**config.mk**
```make
export PLATFORM = sky130hd
export DESIGN_NAME = object_motion_engine
export DESIGN_NICKNAME = d
export VERILOG_FILES = /design/src/rtl/object_motion_engine.sv
export SDC_FILE = /design/constraint.sdc
export NUM_CORES = 1
export LEC_CHECK = 0
export ABC_CLOCK_PERIOD_IN_PS = 4240
export BUFFER_PORTS_ARGS = -buffer_cell sky130_fd_sc_hd__buf_2
export CAP_MARGIN = 30
export CORE_MARGIN = 2
export CORE_UTILIZATION = 55
export CTS_BUF_LIST = sky130_fd_sc_hd__clkbuf_8
export DETAILED_ROUTE_END_ITERATION = 6
export GPL_ROUTABILITY_DRIVEN = 0
export PLACE_DENSITY = 0.79
export SYNTH_ARGS = -nofsm -noshare
export SYNTH_HDL_FRONTEND = slang
export SYNTH_SLANG_ARGS = --single-unit
```
**constraint.sdc**
```tcl
create_clock -name clk -period 4.24 [get_ports clk]
set_input_delay 0.424 -clock clk [delete_from_list [all_inputs] [get_ports clk]]
set_output_delay 0.424 -clock clk [all_outputs]
set_load 0.01 [all_outputs]
```
**src/rtl/object_motion_engine.sv**
```systemverilog
// Single-sprite motion engine: per-axis tick counters, wall bounce with clamp,
// load/run/pause FSM and kick-to-flip-dy. Optional gravity via OBJECT_MOTION_GRAVITY_EN.
module object_motion_engine #(
    parameter int X_W     = 10,
    parameter int Y_W     = 9,
    parameter int PER_W   = 32,
    parameter int STEP    = 1,
    parameter int FIELD_W = 640,
    parameter int FIELD_H = 480
`ifdef OBJECT_MOTION_GRAVITY_EN
    ,
    parameter int GRAV_DIV = 8
`endif
) (
    input  logic             clk,
    input  logic             rst_n,
`ifdef OBJECT_MOTION_GRAVITY_EN
    input  logic [PER_W-1:0] ty_min,
`endif
    input  logic             load,
    input  logic             pause,
    input  logic             stop,
    input  logic             kick,
    input  logic [X_W-1:0]   obj_w,
    input  logic [Y_W-1:0]   obj_h,
    input  logic [X_W-1:0]   init_x,
    input  logic [Y_W-1:0]   init_y,
    input  logic             init_dx,
    input  logic             init_dy,
    input  logic [PER_W-1:0] per_x,
    input  logic [PER_W-1:0] per_y,
    output logic [X_W-1:0]   posx,
    output logic [Y_W-1:0]   posy,
    output logic             dx,
    output logic             dy,
    output logic             running,
    output logic             bounce_x,
    output logic             bounce_y
);

    typedef enum logic [1:0] {IDLE = 2'd0, RUN = 2'd1, PAUSED = 2'd2} state_t;

    localparam logic [X_W:0]          FW = (X_W+1)'(FIELD_W);
    localparam logic [Y_W:0]          FH = (Y_W+1)'(FIELD_H);
    localparam logic signed [X_W+1:0] SX = (X_W+2)'(STEP);
    localparam logic signed [Y_W+1:0] SY = (Y_W+2)'(STEP);

    state_t           state, state_nxt;
    logic [X_W:0]     xmax;
    logic [Y_W:0]     ymax;
    logic [PER_W-1:0] cnt_x, cnt_y, per_x_q, per_y_q;
    logic             kick_q, kick_edge, move_en, step_x, step_y;

    logic signed [X_W+1:0] xn;
    logic signed [Y_W+1:0] yn;
    logic [X_W-1:0]        x_nxt;
    logic [Y_W-1:0]        y_nxt;
    logic                  dx_nxt, dy_nxt, hit_x, hit_y;

`ifdef OBJECT_MOTION_GRAVITY_EN
    localparam int GW = (GRAV_DIV > 1) ? $clog2(GRAV_DIV) : 1;
    logic [GW-1:0] grav_cnt;
`endif

    // Limits follow obj_w/obj_h live; oversize sprites pin the limit at 0.
    assign xmax = ({1'b0, obj_w} >= FW) ? '0 : FW - {1'b0, obj_w};
    assign ymax = ({1'b0, obj_h} >= FH) ? '0 : FH - {1'b0, obj_h};

    assign kick_edge = kick & ~kick_q;
    assign move_en   = (state == RUN) && !pause && !stop && !load;
    assign step_x    = move_en && (per_x_q != '0) && (cnt_x >= per_x_q - PER_W'(1));
    assign step_y    = move_en && (per_y_q != '0) && (cnt_y >= per_y_q - PER_W'(1));
    assign running   = (state != IDLE);

    always_comb begin
        state_nxt = state;
        if (load)
            state_nxt = RUN;
        else if (stop)
            state_nxt = IDLE;
        else begin
            case (state)
                RUN:     if (pause)  state_nxt = PAUSED;
                PAUSED:  if (!pause) state_nxt = RUN;
                default: state_nxt = state;
            endcase
        end
    end

    // Over-max covers both the normal +dir hit and a limit that shrank under
    // the sprite; either way the sprite is clamped and sent away from the wall.
    always_comb begin
        xn     = dx ? $signed({2'b00, posx}) + SX : $signed({2'b00, posx}) - SX;
        x_nxt  = xn[X_W-1:0];
        dx_nxt = dx;
        hit_x  = 1'b0;
        if (xn > $signed({1'b0, xmax})) begin
            x_nxt  = xmax[X_W-1:0];
            dx_nxt = 1'b0;
            hit_x  = 1'b1;
        end else if (xn[X_W+1]) begin
            x_nxt  = '0;
            dx_nxt = 1'b1;
            hit_x  = 1'b1;
        end
    end

    always_comb begin
        yn     = dy ? $signed({2'b00, posy}) + SY : $signed({2'b00, posy}) - SY;
        y_nxt  = yn[Y_W-1:0];
        dy_nxt = dy;
        hit_y  = 1'b0;
        if (yn > $signed({1'b0, ymax})) begin
            y_nxt  = ymax[Y_W-1:0];
            dy_nxt = 1'b0;
            hit_y  = 1'b1;
        end else if (yn[Y_W+1]) begin
            y_nxt  = '0;
            dy_nxt = 1'b1;
            hit_y  = 1'b1;
        end
    end

    always_ff @(posedge clk or negedge rst_n) begin
        if (!rst_n) begin
            state    <= IDLE;
            posx     <= '0;
            posy     <= '0;
            dx       <= 1'b0;
            dy       <= 1'b0;
            cnt_x    <= '0;
            cnt_y    <= '0;
            per_x_q  <= '0;
            per_y_q  <= '0;
            kick_q   <= 1'b0;
            bounce_x <= 1'b0;
            bounce_y <= 1'b0;
`ifdef OBJECT_MOTION_GRAVITY_EN
            grav_cnt <= '0;
`endif
        end else begin
            state    <= state_nxt;
            kick_q   <= kick;
            bounce_x <= 1'b0;
            bounce_y <= 1'b0;
            if (load) begin
                posx    <= init_x;
                posy    <= init_y;
                dx      <= init_dx;
                dy      <= init_dy;
                per_x_q <= per_x;
                per_y_q <= per_y;
                cnt_x   <= '0;
                cnt_y   <= '0;
`ifdef OBJECT_MOTION_GRAVITY_EN
                grav_cnt <= '0;
`endif
            end else begin
                if (step_x) begin
                    cnt_x <= '0;
                    posx  <= x_nxt;
                    dx    <= dx_nxt;
                    bounce_x <= hit_x;
                end else if (move_en && per_x_q != '0)
                    cnt_x <= cnt_x + PER_W'(1);

                if (step_y) begin
                    cnt_y <= '0;
                    posy  <= y_nxt;
                    bounce_y <= hit_y;
`ifdef OBJECT_MOTION_GRAVITY_EN
                    // Rising sprites slow down, falling ones speed up.
                    if (grav_cnt == GW'(GRAV_DIV - 1)) begin
                        grav_cnt <= '0;
                        if (!dy) begin
                            if (per_y_q != '1) per_y_q <= per_y_q + PER_W'(1);
                        end else if (per_y_q > ty_min)
                            per_y_q <= per_y_q - PER_W'(1);
                    end else
                        grav_cnt <= grav_cnt + GW'(1);
`endif
                end else if (move_en && per_y_q != '0)
                    cnt_y <= cnt_y + PER_W'(1);

                // A wall reflection outranks a coincident kick.
                if (step_y && hit_y)
                    dy <= dy_nxt;
                else if (kick_edge && state != IDLE)
                    dy <= ~dy;
            end
        end
    end

endmodule

```
; ---- Yosys cells after proc, flatten, opt, wreduce, memory -nomap -nowiden
; Cells that the tools add are included.
[totals]
input_bits = 110
output_inout_bits = 24
reg_bits = 154
elab_cells = 101
[classes]
n_addsub = 10
reduce_logical = 25
bitwise_logic = 3
magnitude_cmp = 6
n_eq_ne = 5
mux = 40
[op_table]
columns = op, n
row1 = 32-bit 2-to-1 mux, 6
row2 = "32-bit by 1-bit adder with 32-bit output, second input constant", 2
row3 = 32-bit >= comparator, 2
row4 = 32-bit nonzero test, 2
row5 = "32-bit by 1-bit subtractor with 32-bit output, second input constant", 2
row6 = 10-bit 2-to-1 mux, 5
row7 = 9-bit 2-to-1 mux, 4
row8 = 11-bit 2-to-1 mux, 2
row9 = 1-bit 2-to-1 mux, 17
row10 = 12-bit greater-than comparator, 1
row11 = 12-bit 2-to-1 mux, 1
row12 = "4-bit inequality test, second input constant", 3
row13 = 3-bit nonzero test, 4
row14 = "10-bit by 1-bit adder with 11-bit output, second input constant", 1
row15 = 11-bit greater-than comparator, 1
row16 = "10-bit by 1-bit subtractor with 11-bit output, second input constant", 1
row17 = "10-bit by 10-bit subtractor with 11-bit output, first input constant", 1
row18 = "9-bit by 1-bit adder with 10-bit output, second input constant", 1
row19 = "10-bit >= comparator, second input constant", 1
row20 = "9-bit by 1-bit subtractor with 10-bit output, second input constant", 1
row21 = "9-bit by 9-bit subtractor with 10-bit output, first input constant", 1
row22 = "9-bit >= comparator, second input constant", 1
row23 = 1-bit logical AND, 9
row24 = 2-bit 2-to-1 mux, 4
row25 = other kinds (10), 16

; ---- Logic depth before layout (Yosys ltp)
; Gate-level depths: netlist (run 1).
[depth]
word_depth = 9
mapped_depth = 17
ltp_nobuf = 15

; ---- Worst setup path before layout (run 1)
; Ideal clock, no wire load.
[synth_path]
path_type = register to register
startpoint = register per_y_q[6]
endpoint = register cnt_y[18]
arrival_time_ns = 4.392
required_ns = 4.162
slack_ns = -0.230
path_stages_with_launch = 15
period_less_slack_ns = 4.470
n_path_buf = 1
setup_time_ns = 0.078
cell_sequence = dfrtp_1 or4_4 or4b_4 nor4_4 or4bb_1 xor2_1 ha_1 a21o_1 a21o_1 a21oi_1 o211ai_1 or2_2 clkbuf_1 or4_1 a21oi_1
[synth_via]
elab_chain_len = 5
elab_cells_between_ends = 8
cone_classes = add/sub: 1 / order compare: 1 / mux: 2 / reduce/logical: 4
[synth_rtl]
columns = element, line_no
row1 = "start, declared", 51  ; logic [PER_W-1:0] cnt_x, cnt_y, per_x_q, per_y_q;
row2 = "start signal, assigned", 152  ; per_y_q <= per_y;
row3 = 32-bit by 1-bit subtractor with 32-bit output / 32-bit nonzero test (equally long branches), "72, 182"
row4 = 32-bit >= comparator / 1-bit logical AND (equally long branches), "72, 182"
row5 = 1-bit logical AND, 72  ; assign step_y = move_en && (per_y_q != '0) && (cnt_y >= per_y_q - PER_W'(1));
row6 = 32-bit 2-to-1 mux, 167  ; if (step_y) begin
row7 = 32-bit 2-to-1 mux, 146  ; if (load) begin
row8 = "end signal, assigned", 183  ; cnt_y <= cnt_y + PER_W'(1);
row9 = "end, declared", 51
; Parallel ways exist; a longest one is shown, timed or not.
; A chain may end at the register's enable or synchronous reset.

; ---- Worst setup path in the final report (run 1)
[layout_path]
startpoint = register per_y_q[9]
endpoint = register cnt_y[20]
; The elaborated chain is that of the path after synthesis.

==> results of run 1 <==
==> layout by cell type (no fill, tap or decap), types with 7 or more instances in the layout <==
master	n
dfrtp_1	154
buf_2	131
nand2_1	117
ha_1	98
buf_4	90
nor2_1	65
mux2_2	60
xnor2_1	54
a21oi_1	43
nand3_1	42
o21ai_0	37
nor3_1	36
inv_1	35
a31oi_1	35
buf_6	33
nand4_1	32
a21oi_2	31
xor2_1	29
nand2b_1	22
and3_1	20
mux2i_1	19
o21ai_1	19
clkbuf_8	18
or3_1	14
nor4_1	14
or4_1	14
a21o_1	13
and2_1	10
and4_1	9
nand3b_1	8
nand3_2	8
o211ai_1	8
o21a_1	7
inv_6	7
==> cell type report <==
class / instances / area (µm²)
clock buffers: 18 / 247.7
repair buffers: 270 / 2036
fillers: 1439 / 5753
diodes: 1 / 2.502
clock inverters: 14 / 135.1
well taps: 270 / 337.8
flip-flops and latches: 154 / 3854
inverters: 35 / 131.4
multi-input cells: 1004 / 7737
==> final timing paths <==
kind / startpoint / end / slack [ns]
setup / recovery: per_y_q[9] / cnt_y[20] / -0.24
hold / removal: kick / kick_q / 0.11
setup reg to reg: per_y_q[9] / cnt_y[20] / -0.24
hold reg to reg: cnt_y[31] / cnt_y[31] / 0.49
max in group asynchronous: rst_n / dy / 2.87
min in group asynchronous: rst_n / per_x_q[13] / 0.29
==> cells by family (layout without fill, tap and decap cells) <==
logic type / Yosys count / count (layout)
AOI/OAI and AO/OA: 275 / 275
xor gates and xnor gates: 84 / 84
adders and majority gates: 99 / 99
buffers and inverters: 84 / 337
DFF: 154 / 154
muxes: 80 / 80
other: 1 / 2
and+or+nand+nor: 465 / 465
==> sequential cells by signal, indices dropped and copies added, names as in the netlist <==
name,cells
per_y_q,32
per_x_q,32
cnt_x,32
posy,9
bounce_x,1
posx,10
kick_q,1
bounce_y,1
state,2
dy,1
cnt_y,32
dx,1
==> power groups by stage <==
stage               combinational [µW]  sequential [µW]  clock (µW)
floorplan                          516             1680           0
finish                             918             1680        1130
detailed placement                 815             1700           0
global placement                   785             1690           0
global route                      1010             1700        1190
CTS                                843             1670        1120
==> stage by stage <==
step	worst slack [ns]	std cells	TNS, ns
4_1_cts	0.0009672	1737	0
2_1_floorplan	-0.05141	1242	-0.05141
3_3_place_gp	-0.2090	1689	-5.434
5_1_grt	-0.4109	1765	-21.93
6_report	-0.2438	1766	-11.25
3_5_place_dp	-0.3311	1690	-11.53
==> metal layers <==
metal  vias to the layer above  global-route usage, %  part of all wire (%)
met1                      5302                  37.65                    42
met2                       559                  45.12                    47
met4                         0                  10.10                   2.6
met3                        97                  4.537                   7.9
met5                         -                      0                     0
li1                       5124                      -                     -
==> timing repair <==
action / in CTS / in global routing
gates resized for setup: 35 / 140
cloned: 1 / 10
buffers inserted: 15 / 17
pin swaps: 16 / 62
hold endpoints to repair: 0 / 4
hold buffers: 0 / 1
endpoints found under the setup margin: 74 / 86
==> worst register-to-register path, stage by stage, from the launching register on <==
cell and delay, ns:
dfrtp_1 0.39, or4_4 0.53, or4b_4 0.53, nor4_4 0.35, or4bb_1 0.45, xor2_1 0.16
ha_1 0.29, nand4_1 0.15, buf_4 0.19, nor4_4 0.19, o211ai_1 0.17, a31oi_2 0.20
buf_4 0.16, buf_6 0.09, or2_4 0.13, buf_6 0.11, buf_6 0.09, a21o_1 0.10
a21oi_1 0.07
==> metrics.csv, run 1 <==
metric;value;unit
outcome;finished, violations left;
violations;setup timing;
worstSetupPathType;reg -> reg;
drc_errors;0;
die_h;147.4;µm
synth-seq-cells;154;
dieArea;0.02174;mm²
power_frac_clock;30.2;%
holdWs;0.1118;ns
yosys.area.top_type;dfrtp_1;
r2r_cells;18;
final_area;0.01448;mm²
cp_common_cell;buf_6;
vias;11080;
end_kind;register;
muxShareOfSynthArea;7.740;%
wl_per_cell;18.89;µm
syn_area_per_cell;9.111;µm²
ir_drop;0.1896;mV
synth_edf_count;0;
layout-drive-gt1-share;31.97;%
syn_nets;1451;
synth_compound_area_share;15.63;%
cts_buffers;17;
relSlewSlack;22.41;%
dp_hpwl;21650;µm
ys_warn_count;0;
async_reset_ff_share;100.0;%
crit_family;simple AND/OR/NAND/NOR gates;
syn_area;0.01132;mm²
hold_viol_final;0;
worst_slack;-0.2438;ns
cap_violations;0;
yosysTopAreaCellShare;34.06;%
power.density;257.3;mW/mm²
cts_buffer_depth;2;
drt_pass1_iterations;5;
report.power.total;3727;µW
ys.flop_type;dfrtp_1;
yosysMostFrequentCell;dfrtp_1;
vias_per_cell;6.275;
cp.required;4.58;ns
wirelength;33360;µm
antenna_found_initial;1;
min_path_type;in -> reg;
critPathLaunchType;register;
switching_share;33.38;%
synthDistinctLibCells;75;
p_leak;0.006302;µW
initial_utilization;55.92;%
io_pins;134;
clk_latency;0.48;ns
die_w;147.4;µm
yosys.area_share.simple;21.72;%
max_stage_delay;0.53;ns
yosys.area_share.xor_xnor;6.502;%
cts_tree;done;
grt_max_degree;104;
crit_cells;18;
cell_internal_pwr;2483;µW
cts_sinks;154;
root_buffer;clkbuf_8;
postRouteAntennaNets;0;
grt_pass1_wl;49500;µm
grt_pass1_vias;10250;
hold_path_depth;1;
min_period;4.484;ns
grt_overflow;0;
p_switching;1244;µW
tightest_slew;1.163;ns
path_cells;or4_4, or4b_4, nor4_4, or4bb_1, xor2_1, ha_1, nand4_1, buf_4, nor4_4, o211ai_1, a31oi_2, buf_4, buf_6, or2_4, buf_6, buf_6, a21o_1, a21oi_1;
synth.yosys.seq_area_share;34.06;%
synthAdderAreaFrac;10.95;%
synth_top_family_by_area;simple AND/OR/NAND/NOR gates;
critPathMaxFanout;3;
port_buffers;133;
worst_path_max_delay_cell;or4_4;
finClkSkew;0.01873;ns
p_seq_share;45.2;%
slew_violations;0;
fmax;223.0;MHz
fin_crit_sh;105.7;%
utilization;71.57;%
critPathBufInv;5;
fp.coreArea;0.02023;mm²
p_comb_share;24.6;%
cts.clk_slew.worst_paths;0.10;ns
htree_num_levels;4;
track_usage;27.74;%
drt_iter0_drc;1033;
layout.nets;1691;
crit_arrival;4.83;ns
netlist_instances;1242;
rows;52;
area_delta_synth_final;27.97;%
synth_commonest_cells;154 x dfrtp_1, 119 x nand2_1, 99 x ha_1;
rsz0062_at_grt;true;
place_area;0.01285;mm²
synthTopCellsByArea;dfrtp_1 34%, ha_1 11%, mux2_2 6.0%;
final-setup-viol-count;77;
Note: power is estimated with default switching activity, not from simulation.
==> run 2, diff against run 1 <==
- BUFFER_PORTS_ARGS: -buffer_cell sky130_fd_sc_hd__buf_2 -> -buffer_cell sky130_fd_sc_hd__buf_4
- SKIP_CTS_REPAIR_TIMING: not set -> 1
==> metrics.csv, run 2 (synthesis results as in run 1) <==
metric;value;unit;change
rows;52;;unchanged
cp.required;4.60;ns;+0.02 ns
crit_family;simple AND/OR/NAND/NOR gates;;
dieArea;0.02174;mm²;unchanged
fp.coreArea;0.02023;mm²;unchanged
critPathLaunchType;register;;
grt_pass1_wl;48180;µm;-2.7%
wl_per_cell;17.69;µm;-6.3%
worstSetupPathType;reg -> reg;;
layout.nets;1664;;-1.6%
cp_common_cell;nor4_4;;
final_area;0.01426;mm²;-1.6%
power.density;262.5;mW/mm²;+2.0%
dp.cells;1677;;-0.77%
ir_drop;0.1946;mV;+2.6%
top_layer_used;met4;;
grt_pass1_vias;10100;;-1.4%
cts.clk_slew.worst_paths;0.09;ns;about the same
setup-tns-final;-0.7463;ns;+10.50 ns
root_buffer;clkbuf_8;;
place_area;0.01311;mm²;+2.0%
drc_errors;0;;unchanged
wl_met1;13500;µm;-4.7%
outcome;finished, violations left;;
postRouteAntennaNets;0;;unchanged
wirelength;30750;µm;-7.8%
critical_path.reg2reg.startpoint;per_y_q[9];;
track_usage;26.85;%;-0.89 points
max_stage_delay;0.56;ns;+0.03 ns
reg2reg_to;cnt_y[26];;
tightest_slew;0.9272;ns;-0.2354 ns
port_buffers;133;;unchanged
wl_met3;2149;µm;-19%
area_delta_synth_final;25.98;%;
io_pins;134;;unchanged
htree_num_levels;4;;unchanged
vias_per_cell;6.132;;-2.3%
vias;10660;;-3.8%
final_cells;1738;;-1.6%
cts_buffer_depth;2;;unchanged
slew_violations;0;;unchanged
layout-drive-gt1-share;29.22;%;-2.7 points
layout_commonest_cell;buf_4;;
fillers;1496;;+4.0%
rsz0062_at_grt;true;;
diodes;0;;-1
crit_arrival;4.69;ns;-0.14 ns
cts_tree;done;;
fin_crit_sh;102.0;%;-3.7 points
min_path_type;in -> async;;
critPathMaxFanout;4;;+1
grt_overflow;0;;unchanged
final-setup-viol-count;25;;-68%
worst_path_max_delay_cell;or4b_4;;
grt_max_degree;99;;-4.8%
cts_buffers;17;;unchanged
clk_latency;0.48;ns;about the same
cts_sinks;154;;unchanged
fmax;231.1;MHz;+3.6%
relSlewSlack;38.19;%;+16 points
wl_met2;14500;µm;-7.6%
worst_slack;-0.08646;ns;+0.1573 ns
finClkSkew;0.01519;ns;-0.003541 ns
die_w;147.4;µm;unchanged
violations;setup timing;;
hold_viol_final;0;;unchanged
dp_hpwl;21280;µm;-1.7%
cap_violations;0;;unchanged
reg2reg_slack;-0.09;ns;+0.16 ns
die_h;147.4;µm;unchanged
p_leak;0.006211;µW;-1.4%
path_cells;or4_4, or4b_4, nor4_4, or4bb_1, xor2_1, ha_1, nand4_1, nor4_4, o211ai_1, a31oi_2, buf_4, nor3_4, clkbuf_16, buf_6, a32oi_1, nor2_1;;
initial_utilization;55.92;%;unchanged
antenna_found_initial;0;;-1
drt_iter0_drc;902;;-13%
mostFrequentLayoutCells;212 x buf_4, 154 x dfrtp_1, 116 x nand2_1, 99 x ha_1, 65 x nor2_1;;
r2r_cells;16;;-2
critPathBufInv;3;;-2
drt_pass1_iterations;5;;unchanged
min_period;4.326;ns;-0.1573 ns
end_kind;register;;
-- run 2: how the worst max path moves through the flow --
stage | startpoint | endpoint | slack [ns] | depth (start not counted)
global route | per_y_q[14] | cnt_y[10] | -0.25 | 16
floorplan | per_y_q[7] | cnt_y[18] | -0.05 | 14
finish | per_y_q[9] | cnt_y[26] | -0.09 | 16
CTS | per_y_q[9] | cnt_y[12] | -0.35 | 14
detailed placement | per_y_q[9] | cnt_y[12] | -0.32 | 14
global placement | per_y_q[9] | cnt_y[8] | -0.25 | 14
-- run 2: worst register-to-register path: stages (launching register included) --
cell and delay [ns]:
dfrtp_1 0.38, or4_4 0.53, or4b_4 0.56, nor4_4 0.21, or4bb_1 0.46, xor2_1 0.17
ha_1 0.30, nand4_1 0.16, nor4_4 0.30, o211ai_1 0.17, a31oi_2 0.19, buf_4 0.16
nor3_4 0.06, clkbuf_16 0.21, buf_6 0.12, a32oi_1 0.16, nor2_1 0.07
-- run 2: power by group --
group | internal (µW) | leakage [µW] | switching [µW]
Combinational | 457 | 0.00406 | 445
Sequential | 1550 | 0.00195 | 123
Clock | 549 | 0.000197 | 615
-- run 2: area by class of cell --
class	instances	area (µm²)	share of cell area, %
Clock inverter	14	161.4	1.132
Sequential cell	154	3854	27.03
Tap cell	270	337.8	2.370
Timing Repair Buffer	241	2024	14.20
Multi-Input combinational cell	1006	7500	52.61
Inverter	35	131.4	0.9215
Clock buffer	18	247.7	1.738
-- run 2: per-layer routing --
metal | vias up | global-route usage (%)
met1 | 5098 | 38.30
met3 | 58 | 3.457
li1 | 5068 | -
met2 | 434 | 42.76
met5 | - | 0
met4 | 0 | 8.606
-- run 2: per-stage QoR --
step                      power, µW  setup slack (ns)  utilization, %  hold slack, ns
after global placement         2514           -0.2496           64.79          0.4779
after floorplan                2193          -0.05141               -          0.1284
final                          3742          -0.08646           70.46         0.07144
after detailed placement       2544           -0.3200           64.79          0.4803
after CTS                      3704           -0.3472           66.81         0.06434
after global routing           3948           -0.2507           70.46         0.05457
